<file path="config.mk">
export PLATFORM = sky130hd
export DESIGN_NAME = i2s_ns_feeder_flat
export DESIGN_NICKNAME = d
export VERILOG_FILES = /design/src/rtl/i2s_ns_feeder_pkg.sv /design/src/rtl/i2s_ns_feeder_if.sv /design/src/rtl/i2s_sync_edge.sv /design/src/rtl/i2s_ns_feeder.sv /design/src/flat_wrapper.sv
export SDC_FILE = /design/constraint.sdc
export NUM_CORES = 1
export LEC_CHECK = 0
export BUFFER_PORTS_ARGS = -buffer_cell sky130_fd_sc_hd__buf_2
export CORE_ASPECT_RATIO = 1.1
export CORE_UTILIZATION = 45
export DETAILED_ROUTE_END_ITERATION = 16
export PLACE_DENSITY_LB_ADDON = 0.12
export SLEW_MARGIN = 25
export SYNTH_ARGS = -nofsm -noshare
export SYNTH_HDL_FRONTEND = slang
export SYNTH_SLANG_ARGS = --single-unit
</file>
<file path="constraint.sdc">
create_clock -name clk -period 4 [get_ports clk]
set_input_delay 0.2 -clock clk [delete_from_list [all_inputs] [get_ports clk]]
set_output_delay 0.2 -clock clk [all_outputs]
set_load 0.01 [all_outputs]
</file>
<file path="src/rtl/i2s_ns_feeder_pkg.sv">
// Shared definitions for the I2S front end of the noise suppressor.
// Purpose: sample width, channel-select encodings, counter sizing, channel mix helper.
// Latency: n/a (declarations only). Backpressure: n/a.
package i2s_ns_feeder_pkg;

  // Sample width; must match the suppressor datapath width.
  localparam int FIXWID = 16;

  // Bit counter width; the counter saturates at its all-ones value.
  localparam int                CNT_W   = 6;
  localparam logic [CNT_W-1:0]  CNT_MAX = '1;

  typedef enum logic [1:0] {
    CH_LEFT  = 2'b00,
    CH_RIGHT = 2'b01,
    CH_MIX   = 2'b10,
    CH_MUTE  = 2'b11
  } chan_sel_t;

  // (L+R)>>>1 computed at FIXWID+1 bits, so it can never overflow.
  function automatic logic [FIXWID-1:0] mix_avg(input logic [FIXWID-1:0] a,
                                                input logic [FIXWID-1:0] b);
    logic [FIXWID:0] sum;
    sum = {a[FIXWID-1], a} + {b[FIXWID-1], b};
    return sum[FIXWID:1];
  endfunction

endpackage

</file>
<file path="src/rtl/i2s_ns_feeder_if.sv">
// Toggle req/ack sample hand-off between the I2S feeder and the suppressor.
// Purpose: bundles rx_data/req/busy (feeder side) and ack (suppressor side).
// Latency: n/a. Backpressure: one outstanding request; ack toggle completes it.
interface i2s_ns_feeder_if;
  import i2s_ns_feeder_pkg::*;

  logic [FIXWID-1:0] rx_data;  // held stable from the req toggle until ack
  logic              req;      // toggles once per issued sample
  logic              ack;      // toggles once per consumed sample
  logic              busy;     // request outstanding

  modport master (output rx_data, output req, output busy, input ack);
  modport slave  (input rx_data, input req, input busy, output ack);
endinterface

</file>
<file path="src/rtl/i2s_sync_edge.sv">
// Synchronises the asynchronous I2S pins and detects bit and slot boundaries.
// Latency: SYNC_STAGES clk from pin to bit_vld. Backpressure: none; edges seen
// while enable is low are lost.
// Ports: clk/rst/enable; bclk/lrclk/sdata async pins; bit_vld = bclk rise,
// bit_dat = sampled data, lr_prev = word select of the slot in progress,
// slot_end = bclk rise on which the sampled word select changed.
module i2s_sync_edge #(
  parameter int SYNC_STAGES = 2
) (
  input  logic clk,
  input  logic rst,
  input  logic enable,
  input  logic bclk,
  input  logic lrclk,
  input  logic sdata,
  output logic bit_vld,
  output logic bit_dat,
  output logic lr_prev,
  output logic slot_end
);

  logic [SYNC_STAGES-1:0] bclk_sync;
  logic [SYNC_STAGES-1:0] lrclk_sync;
  logic [SYNC_STAGES-1:0] sdata_sync;
  logic                   bclk_prev;
  logic                   lr_now;

  always_ff @(posedge clk) begin
    if (rst) begin
      bclk_sync  <= '0;
      lrclk_sync <= '0;
      sdata_sync <= '0;
      bclk_prev  <= 1'b0;
      lr_prev    <= 1'b0;
    end else if (enable) begin
      bclk_sync  <= {bclk_sync[SYNC_STAGES-2:0], bclk};
      lrclk_sync <= {lrclk_sync[SYNC_STAGES-2:0], lrclk};
      sdata_sync <= {sdata_sync[SYNC_STAGES-2:0], sdata};
      bclk_prev  <= bclk_sync[SYNC_STAGES-1];
      // Word select is only meaningful at bclk rising edges.
      if (bit_vld) lr_prev <= lr_now;
    end
  end

  assign lr_now   = lrclk_sync[SYNC_STAGES-1];
  assign bit_dat  = sdata_sync[SYNC_STAGES-1];
  assign bit_vld  = bclk_sync[SYNC_STAGES-1] & ~bclk_prev;
  assign slot_end = bit_vld & (lr_now != lr_prev);

endmodule

</file>
<file path="src/rtl/i2s_ns_feeder.sv">
// I2S receiver feeding the noise suppressor: deserialise, select/mix, hand off.
// Latency: req toggles 2 clk after the final bclk rise is detected (plus sync).
// Backpressure: one outstanding request; a sample arriving while busy is dropped
// and flagged in sticky overrun.
// Ports: clk, rst (sync, active high), enable (global hold), i2s_bclk/lrclk/sdata
// (async I2S pins), chan_sel (left/right/mix/mute), err_clr (clears sticky flags),
// overrun, frame_err (sticky flags), dn (rx_data/req/busy out, ack in).
module i2s_ns_feeder
  import i2s_ns_feeder_pkg::*;
#(
  parameter int SYNC_STAGES   = 2,
  parameter int MAX_SLOT_BITS = 32
) (
  input  logic                   clk,
  input  logic                   rst,
  input  logic                   enable,
  input  logic                   i2s_bclk,
  input  logic                   i2s_lrclk,
  input  logic                   i2s_sdata,
  input  logic [1:0]             chan_sel,
  input  logic                   err_clr,
  output logic                   overrun,
  output logic                   frame_err,
  i2s_ns_feeder_if.master        dn
);

  logic              bit_vld;
  logic              bit_dat;
  logic              lr_prev;
  logic              slot_end;

  logic [CNT_W-1:0]  cnt;
  logic [CNT_W-1:0]  cnt_inc;
  logic [FIXWID-1:0] word;
  logic [FIXWID-1:0] word_nxt;
  logic [FIXWID-1:0] held_left;
  logic              done;       // cycle after a slot end: word is complete
  logic              done_chan;  // channel of the completed word (1 = right)
  chan_sel_t         sel_q;      // chan_sel captured at the slot end
  logic              ack_d;

  logic              ack_x;
  logic              ready;
  logic [FIXWID-1:0] sample;
  logic              issue;
  logic              drop;
  logic              ferr_set;

  i2s_sync_edge #(
    .SYNC_STAGES (SYNC_STAGES)
  ) u_sync (
    .clk      (clk),
    .rst      (rst),
    .enable   (enable),
    .bclk     (i2s_bclk),
    .lrclk    (i2s_lrclk),
    .sdata    (i2s_sdata),
    .bit_vld  (bit_vld),
    .bit_dat  (bit_dat),
    .lr_prev  (lr_prev),
    .slot_end (slot_end)
  );

  // Deserialiser: bit number cnt lands MSB-first; bits past FIXWID are ignored,
  // short slots leave the low bits at zero.
  always_comb begin
    word_nxt = word;
    for (int i = 0; i < FIXWID; i++) begin
      if (int'(cnt) == FIXWID - 1 - i) word_nxt[i] = bit_dat;
    end
    cnt_inc  = (cnt == CNT_MAX) ? cnt : cnt + 1'b1;
    // The edge that ends a slot carries its last bit, so reaching the limit
    // on that edge is still a legal slot length.
    ferr_set = bit_vld & ~slot_end & (int'(cnt_inc) >= MAX_SLOT_BITS);
  end

  // Sample selection and request issue.
  always_comb begin
    ready  = 1'b0;
    sample = word;
    if (done) begin
      case (sel_q)
        CH_LEFT:  ready = ~done_chan;
        CH_RIGHT: ready = done_chan;
        CH_MIX: begin
          ready  = done_chan;
          sample = mix_avg(held_left, word);
        end
        default:  ready = 1'b0;
      endcase
    end
    ack_x = dn.ack ^ ack_d;
    // A same-cycle ack frees the slot before the new sample is considered.
    issue = ready & (~dn.busy | ack_x);
    drop  = ready & dn.busy & ~ack_x;
  end

  always_ff @(posedge clk) begin
    if (rst) begin
      cnt        <= '0;
      word       <= '0;
      held_left  <= '0;
      done       <= 1'b0;
      done_chan  <= 1'b0;
      sel_q      <= CH_LEFT;
      ack_d      <= 1'b0;
      dn.rx_data <= '0;
      dn.req     <= 1'b0;
      dn.busy    <= 1'b0;
      overrun    <= 1'b0;
      frame_err  <= 1'b0;
    end else if (enable) begin
      ack_d <= dn.ack;
      done  <= 1'b0;

      if (bit_vld) begin
        word <= word_nxt;
        cnt  <= cnt_inc;
        if (slot_end) begin
          done      <= 1'b1;
          done_chan <= lr_prev;
          sel_q     <= chan_sel_t'(chan_sel);
        end
      end

      // Consume the completed word and restart for the slot already underway.
      if (done) begin
        word <= '0;
        cnt  <= '0;
        if (!done_chan) held_left <= word;
      end

      if (issue) begin
        dn.rx_data <= sample;
        dn.req     <= ~dn.req;
        dn.busy    <= 1'b1;
      end else if (ack_x) begin
        dn.busy    <= 1'b0;
      end

      // Set takes priority over clear.
      overrun   <= drop     | (overrun   & ~err_clr);
      frame_err <= ferr_set | (frame_err & ~err_clr);
    end
  end

endmodule

</file>
<file path="src/flat_wrapper.sv">
// flat-port wrapper written by rule: the top's interface ports become plain ports
module i2s_ns_feeder_flat import i2s_ns_feeder_pkg::*;
#(
  parameter int SYNC_STAGES   = 2,
  parameter int MAX_SLOT_BITS = 32
)
  (clk, rst, enable, i2s_bclk, i2s_lrclk, i2s_sdata, chan_sel, err_clr, overrun, frame_err, dn_rx_data, dn_req, dn_busy, dn_ack);
  i2s_ns_feeder_if dn_i ();
  input  logic clk;
  input  logic rst;
  input  logic enable;
  input  logic i2s_bclk;
  input  logic i2s_lrclk;
  input  logic i2s_sdata;
  input  logic [1:0] chan_sel;
  input  logic err_clr;
  output logic overrun;
  output logic frame_err;
  output wire logic [$bits(dn_i.rx_data)-1:0] dn_rx_data;
  output wire logic [$bits(dn_i.req)-1:0] dn_req;
  output wire logic [$bits(dn_i.busy)-1:0] dn_busy;
  input wire logic [$bits(dn_i.ack)-1:0] dn_ack;
  assign dn_rx_data = dn_i.rx_data;
  assign dn_req = dn_i.req;
  assign dn_busy = dn_i.busy;
  assign dn_i.ack = dn_ack;
  i2s_ns_feeder #(.SYNC_STAGES(SYNC_STAGES), .MAX_SLOT_BITS(MAX_SLOT_BITS)) u_core (.clk(clk), .rst(rst), .enable(enable), .i2s_bclk(i2s_bclk), .i2s_lrclk(i2s_lrclk), .i2s_sdata(i2s_sdata), .chan_sel(chan_sel), .err_clr(err_clr), .overrun(overrun), .frame_err(frame_err), .dn(dn_i));
endmodule
</file>
==> metrics list, run 1 <==
* Status: finished, final reports clean
* Clock slew at reported path FFs: 90 ps
- Path class of the lowest-slack min-delay path: in2reg
- Vias in the first global route: 3021
- Number of routed nets with antenna violations: 0
- Maximum cell stage delay along the critical path: 420 ps
* Setup fix buffers added after clock tree synthesis: 0
- Placed cell count: 572
* Setup repair after global routing missed its margin: no
* Number of cells traversed by the worst register-to-register path: 8
- Number of iterations in the first detailed-routing pass: 4
- In this run the count of I/O pins placed on the die edge is 30.
- Sw frac: 23.67%
- Initial DRC count: 167
- Static timing analysis puts the maximum clock frequency at 424.8 MHz.
* Share of post-route cells with drive strength above 1: 12.29%
* Num CTS Buffers: 9
- The total overflow left after global routing is 0.
- In this run, post-CTS hold repair placed 0 buffers.
* Antenna violations before repair: 0
* Worst Path Arrival: 2600 ps
- The longest clock path from root to sink contains 2 buffers.
- After technology mapping, the gate count stands at 463.
- The critical path is of the reg2reg type.
* Minimum setup slack among reg-to-reg paths: 1650 ps
* Final standard cell count with taps included and fillers excluded: 588
- Summing over every cut layer, the via total after detailed routing is 3231.
- In the final timing run, aggregate negative setup slack is 0 ps.
- The share of synthesized area in the top cell type comes to 37.52%.
- Final number of setup-violating endpoints: 0
* Launch instance of the worst min-delay path: i2s_bclk
* Most used DFF post-synth: sky130_fd_sc_hd__dfxtp_1
- The area growth from synthesis to layout is 9.544%.
- Across the VDD grid, the largest voltage drop is 0.0002383 V.
* Min Clock Period, post-route: 2354 ps
- Counting instances, the worst hold path has a depth of 3.
- LEAKAGE: 1.528 nW
- Routability-driven placement finished with a final weighted congestion of 0.8665.
* Minimum setup slack after placement: 1675 ps
- WL/cell: 14.43 um
- Ranked by total cell area, the synthesized netlist is headed by sky130_fd_sc_hd__dfxtp_1 (38%), sky130_fd_sc_hd__a21oi_1 (8.9%), sky130_fd_sc_hd__nand2_1 (7.4%).
- Seq. cell area: 1421 sq um
- The worst hold path terminates at u_core.u_sync.bclk_sync[0]$_SDFFE_PP0P_.
- Largest driver fanout on the critical path: 5
* Final-stage net count: 507
- In the global route stage, overall resource usage came out at 21.07%.
- Floorplan die width: 89.49 um
- First-pass GRT wire length: 14460 um
* Number of vias per cell after detailed routing: 5.495
- Power density over the cells: 325.1 nW/um^2
- Sequential cells burn 52.8% of the power.
- Critical path launch point type: flip-flop
- Period utilisation layout: 58.85%
- In this run, the clock network consumes 44.5% of the power.
- Number of max-slew violations in the final report: 0
- Of all cell types, the one taking the most synthesized area is sky130_fd_sc_hd__dfxtp_1.
- The Yosys step of the flow raised 0 warnings.
- The number of nets in the synthesized netlist is 495.
* EDFF count, synth: 0
- TritonCTS built the clock tree.
- Diodes inserted: 0
- Maximum clock skew at final layout: 13.54 ps
- The clock drives 71 sinks.
- In the synthesized netlist the async set-or-reset flop fraction comes to 0%.
* Average size of a mapped cell: 8.183 sq um
* Critical Path, Cell by Cell: and2_1 > fa_1 > a21o_4 > a311oi_2 > o21ai_2 > a21boi_2 > xor2_1 > a2111oi_2
* Quantity of I/O buffers inserted on ports: 29
- Counting the fill cells in the layout gives 779.
- Among cell families on the critical path, the largest total delay comes from compound AO/OA/AOI/OAI gates.
* CP Buf/Inv Count: 0
* Max-slew headroom: 33.40%
- The multi-input combinational cells in the finished layout cover a total of 2205 sq um.
* Transition at the pin with the smallest max-transition slack: 997.0 ps
- Across the run, the number of max-cap violations was 0.
- Part of the total power dissipated in combinational logic: 2.7%
- At the worst endpoint, the required time is 4250 ps.
* Internal power contribution: 1.030 mW
* Area of the mapped netlist: 3789 sq um
- Core area: 8040 sq um
* Synth Register Bits: 71
- Final setup margin: 1646 ps
* Sequential element share of the synthesized area: 37.52%
- Destination of the worst register-to-register timing path: u_core.dn.rx_data[11]$_SDFFE_PP0P_
- Worst setup EP type: flip-flop
- The routed design has 8482 um of wire.
- Area of the die: 8791 sq um
- Final Hold Violating Endpoints: 0
- Summed over all nets, the half-perimeter wirelength after detailed placement is 6046 um.
- Number of gates resized after CTS: 0
- In this run the power spent charging and discharging nets is 0.3194 mW.
- Overall die height: 98.24 um
* Unique cell type count in the Yosys netlist: 56
* Largest net degree at the start of global routing: 53
- Root buffer cell: sky130_fd_sc_hd__clkbuf_8
- The clock reaches the later pin of the worst-skew pair after 340 ps.
- Once the floorplan was initialized, standard cells occupied 47.12% of the core.
- CTS built an H-tree with a depth of 3.
- In this run the critical register-to-register path is launched from u_core.word[0]$_SDFFE_PP0P_.
- # rows: 34
- Detailed-route DRC error count: 0
* Worst-path cell with the longest stage delay: sky130_fd_sc_hd__fa_1
logic make-up after synthesis:
family / Yosys count / synth area share [%]
and+or+nand+nor: 169 / 20.90
AOI/OAI and AO/OA: 134 / 22.36
DFF: 71 / 37.52
buffers and inverters: 37 / 4.359
adders and majority gates: 22 / 7.464
xor gates and xnor gates: 17 / 3.930
muxes: 13 / 3.468
worst reg2reg max path, cell delays in order (launching register included):
cell and delay [ps]:
sky130_fd_sc_hd__dfxtp_1 360, sky130_fd_sc_hd__and2_1 180, sky130_fd_sc_hd__fa_1 420, sky130_fd_sc_hd__a21o_4 250, sky130_fd_sc_hd__a311oi_2 300, sky130_fd_sc_hd__o21ai_2 170, sky130_fd_sc_hd__a21boi_2 160, sky130_fd_sc_hd__xor2_1 90
sky130_fd_sc_hd__a2111oi_2 330
Yosys cell counts (6+ instances only):
cell type,count
sky130_fd_sc_hd__nand4_1,19
sky130_fd_sc_hd__buf_2,6
sky130_fd_sc_hd__inv_1,8
sky130_fd_sc_hd__nor2_1,40
sky130_fd_sc_hd__o21ai_0,9
sky130_fd_sc_hd__a21oi_1,67
sky130_fd_sc_hd__o211ai_1,14
sky130_fd_sc_hd__a311oi_1,6
sky130_fd_sc_hd__nand2_1,75
sky130_fd_sc_hd__xnor2_1,12
sky130_fd_sc_hd__clkbuf_1,17
sky130_fd_sc_hd__dfxtp_1,71
sky130_fd_sc_hd__ha_1,21
sky130_fd_sc_hd__mux2i_1,12
cell usage in the layout, fill, tap and decap left out, drive strengths merged, types with 2 or more instances in the layout:
cell     netlist  routed
mux2i         12      12
inv            8       9
o211ai        14      14
clkinv         0       3
ha            21      21
a21oi         68      68
and3           5       5
dfxtp         71      71
o22ai          4       4
nor2          40      40
nand4         19      19
nand3          4       4
nand2b         6       6
or2            3       3
nor3           5       5
xnor2         12      12
a21o           4       4
o21ai         14      14
xor2           5       5
o21bai         2       2
o31ai          2       2
clkbuf        17      10
a31oi          3       3
a211oi         5       5
nor3b          3       3
o311ai         3       3
and2           3       3
or3            2       2
buf           12      30
a2bb2oi        2       2
nand2         75      75
a311oi         7       7
metal layers:
metal  track usage [%]  vias to the layer above  share of wire, %
met5                 0                        -                 0
met4             7.570                        0               1.4
met3             3.804                        9               2.6
met2             32.18                       58                45
met1             29.51                     1484                51
li1                  -                     1680                 -
sequential cells by signal (all words and copies together) (netlist names):
name,cells
u_core.dn.rx_data,16
u_core.ack_d,1
u_core.done_chan,1
u_core.u_sync.bclk_sync,2
u_core.sel_q,2
u_core.dn.req,1
u_core.cnt,6
u_core.u_sync.lrclk_sync,2
u_core.overrun,1
u_core.u_sync.sdata_sync,2
u_core.u_sync.lr_prev,1
u_core.u_sync.bclk_prev,1
u_core.word,16
u_core.done,1
u_core.dn.busy,1
u_core.frame_err,1
u_core.held_left,16
how the worst max path moves through the flow:
stage	start	endpoint	slack (ps)	cells after the start
after floorplan	u_core.word[0]$_SDFFE_PP0P_	u_core.dn.rx_data[11]$_SDFFE_PP0P_	1840	8
after global placement	u_core.word[0]$_SDFFE_PP0P_	u_core.dn.rx_data[11]$_SDFFE_PP0P_	1710	8
after detailed placement	u_core.word[0]$_SDFFE_PP0P_	u_core.dn.rx_data[11]$_SDFFE_PP0P_	1680	8
after CTS	u_core.word[0]$_SDFFE_PP0P_	u_core.dn.rx_data[11]$_SDFFE_PP0P_	1650	8
after global routing	u_core.word[0]$_SDFFE_PP0P_	u_core.dn.rx_data[11]$_SDFFE_PP0P_	1440	8
final	u_core.word[0]$_SDFFE_PP0P_	u_core.dn.rx_data[11]$_SDFFE_PP0P_	1650	8
power by group through the flow:
stage	logic [mW]	registers [mW]	clock network, mW
2_1_floorplan	0.0261	0.729	0
3_3_place_gp	0.0365	0.729	0
3_5_place_dp	0.0369	0.729	0
4_1_cts	0.0370	0.713	0.617
5_1_grt	0.0415	0.713	0.651
6_report	0.0366	0.713	0.600
stage by stage:
stage / util, % / area (sq um) / hold WS, ps / total power, mW
6_report: 51.62 / 4150 / 88.67 / 1.349
5_1_grt: 51.62 / 4150 / 99.90 / 1.406
2_1_floorplan: - / 3789 / 276.0 / 0.7550
4_1_cts: 51.59 / 4148 / 71.69 / 1.367
3_5_place_dp: 49.02 / 3941 / 441.0 / 0.7664
3_3_place_gp: 49.02 / 3941 / 435.1 / 0.7659
layout make-up:
class / count / share of cell area (%)
inverters: 8 / 0.7235
well taps: 108 / 3.256
repair buffers: 30 / 3.678
clock buffers: 10 / 3.316
multi-input cells: 355 / 53.12
clock inverters: 6 / 1.658
flip-flops and latches: 71 / 34.25
Note: power is estimated with default switching activity, not from simulation.
==> run 2, diff against run 1 <==
- clock period: 4 -> 2.2 ns (I/O delays scaled with it)
==> run 2 against run 1 <==
Sequential power up 82%; sequential cell count unchanged; cell area up 5.7%; power up 94%; critical endpoint unchanged; combinational power up 100%; clock power up 110%; highest routed layer unchanged; non-clock buffer count up 21; die area unchanged; critical path depth unchanged; maximum frequency up 8.5%; routed wire length up 7.0%; via count up 4.1%.
==> metrics list, run 2 (synthesized netlist as in run 1, its figures left out) <==
- The run finished with clean final reports.
* Largest net degree at the start of global routing: 25
- After detailed routing, the total wire length is 9078 um.
- Min Clock Period, post-route: 2171 ps
- Max-slew headroom: 65.97%
* Maximum clock skew at final layout: 10.09 ps
- Overall power consumption after layout is estimated at 2.623 mW.
- Measured along the y axis, the die boundary spans 98.24 um.
- The path class of the tightest hold or removal check is in2reg.
- Fin Setup TNS: 0 ps
- Worst ir drop on vdd: 0.0003530 V
* Data required time at the worst endpoint: 2440 ps
- Min Hold Slack: 14.18 ps
- In this run the power density over the cells is 598.0 nW/um^2.
- Number of routed nets with antenna violations: 0
- The max-slew violation total from the final report was 0.
* Top Registers: u_core.dn.rx_data x16, u_core.held_left x16, u_core.word x16
- Core occupancy in the finished layout: 54.56%
* Final Hold Violating Endpoints: 0
- I/O pin count: 30
- The initial antenna violation count is 0.
- First-pass GRT wire length: 15220 um
* WL/cell: 14.93 um
* Initial DRC count: 157
- Clock tree from TritonCTS: built
- Max-cap viol count: 0
- Relative to the synthesized area, the layout overhead comes to 15.79%.
- Floorplan die width: 89.49 um
- The HPWL after detailed placement is 6468 um.
* Worst Path Arrival: 2410 ps
- Of the available clock period, the critical path in the final layout requires 98.67%.
- Skew-Pair Late Insertion Delay: 350 ps
* Quantity of I/O buffers inserted on ports: 29
* Commonest cells after routing, fill and taps aside: sky130_fd_sc_hd__nand2_1 (75), sky130_fd_sc_hd__dfxtp_1 (71), sky130_fd_sc_hd__a21oi_1 (65)
- Root buffer cell: sky130_fd_sc_hd__clkbuf_8
- The congestion estimate from routability-driven global placement came to 0.8529.
- Core area: 8040 sq um
- Worst setup EP type: flip-flop
* Largest driver fanout on the critical path: 5
- After clock tree synthesis, the clock-pin slew on the worst setup and hold paths is 80 ps.
* Fmax: 460.7 MHz
* Combined global-route utilization of all metal layers: 22.41%
* Area of the die: 8791 sq um
- At the end of the flow, the number of nets in the layout was 528.
* Setup repair after global routing missed its margin: yes
- For this block, the via count after detailed routing is 3362.
* Number of iterations in the first detailed-routing pass: 4
* Detailed-route DRC error count: 0
- Most common library cell in the layout ignoring fill and taps: sky130_fd_sc_hd__nand2_1
- Num CTS Buffers: 9
- # rows: 34
- Using the TritonRoute via totals, the vias-per-cell ratio works out to 5.530.
- Vias in the first global route: 3118
- Diodes inserted: 0
- Setup violations remaining at the end of the flow were counted as 0.
* Overflow after GRT: 0
- For the pin with the worst max-slew slack, the measured transition is 509.2 ps.
- In this run the static leakage power is 1.655 nW.
- Starting Density: 47.12%
* Number of sinks driven by the clock tree: 71
- Number of H-tree branching levels: 3
- Critical path launch point type: flip-flop
* Share of post-route cells with drive strength above 1: 15.80%
- Buffer levels on the longest clock path: 2
* Critical path type: reg2reg
[run 2: changes by cell type in the layout (fill, tap and decap cells not counted), sizes merged]
cell,delta
buf,+18
dlygate4sd3,+3
bufinv,+2
clkbuf,-1
clkinv,-1
clkinvlp,-1
[run 2: critical path, cell delays in order, from the launching register on]
cell                        delay (ps)
sky130_fd_sc_hd__dfxtp_1           310
sky130_fd_sc_hd__and2_1            170
sky130_fd_sc_hd__fa_2              380
sky130_fd_sc_hd__a21o_4            220
sky130_fd_sc_hd__a311oi_4          290
sky130_fd_sc_hd__o21ai_4           130
sky130_fd_sc_hd__a21boi_2          170
sky130_fd_sc_hd__xor2_1             90
sky130_fd_sc_hd__a2111oi_2         290
[run 2: final timing paths]
kind,from,slack [ps],to,cells past startpoint
hold / removal,i2s_bclk,10,u_core.u_sync.bclk_sync[0]$_SDFFE_PP0P_,3
setup / recovery,u_core.word[0]$_SDFFE_PP0P_,30,u_core.dn.rx_data[11]$_SDFFE_PP0P_,8
hold reg to reg,u_core.dn.rx_data[1]$_SDFFE_PP0P_,460,u_core.dn.rx_data[1]$_SDFFE_PP0P_,2
setup reg to reg,u_core.word[0]$_SDFFE_PP0P_,30,u_core.dn.rx_data[11]$_SDFFE_PP0P_,8
[run 2: repair_timing]
action                                  in CTS  in global routing
endpoints found under the setup margin       3                  4
endpoints found under the hold margin        2                  1
hold buffers                                 2                  1
resized for setup                            1                  5
setup buffers                                0                  1
pin swaps                                    6                  4
[run 2: metal layers]
| layer | part of all wire, % | vias up | GRT usage [%] | wire (um) |
|---|---|---|---|---|
| met5 | 0 | - | 0 | 0 |
| met4 | 1.3 | 0 | 6.960 | 121 |
| met3 | 2.7 | 9 | 4.565 | 245 |
| met2 | 46 | 61 | 34.88 | 4202 |
| met1 | 50 | 1568 | 30.95 | 4510 |
| li1 | - | 1724 | - | - |
[run 2: final cells by class]
type                       count  area [sq um]
clock buffer                   9         123.9
clock inverter                 6         108.9
fill                         753          3654
inverter                       8         30.03
multi-input combinational    355          2237
sequential                    71          1421
tap                          108         135.1
timing repair buffer          51         330.3
[run 2: per-stage QoR]
| step | instance area, sq um | std cells | worst slack (ps) |
|---|---|---|---|
| final | 4387 | 608 | 29.34 |
| after global routing | 4387 | 608 | -80.11 |
| after CTS | 4337 | 606 | 12.25 |
| after detailed placement | 4081 | 589 | -90.84 |
| after global placement | 4081 | 589 | -40.25 |
| after floorplan | 3789 | 463 | 37.50 |
[run 2: where the power goes]
part           switching (mW)  internal [mW]
Clock                   0.505          0.747
Sequential            0.00488           1.29
Combinational          0.0477         0.0270
Total                   0.558           2.07
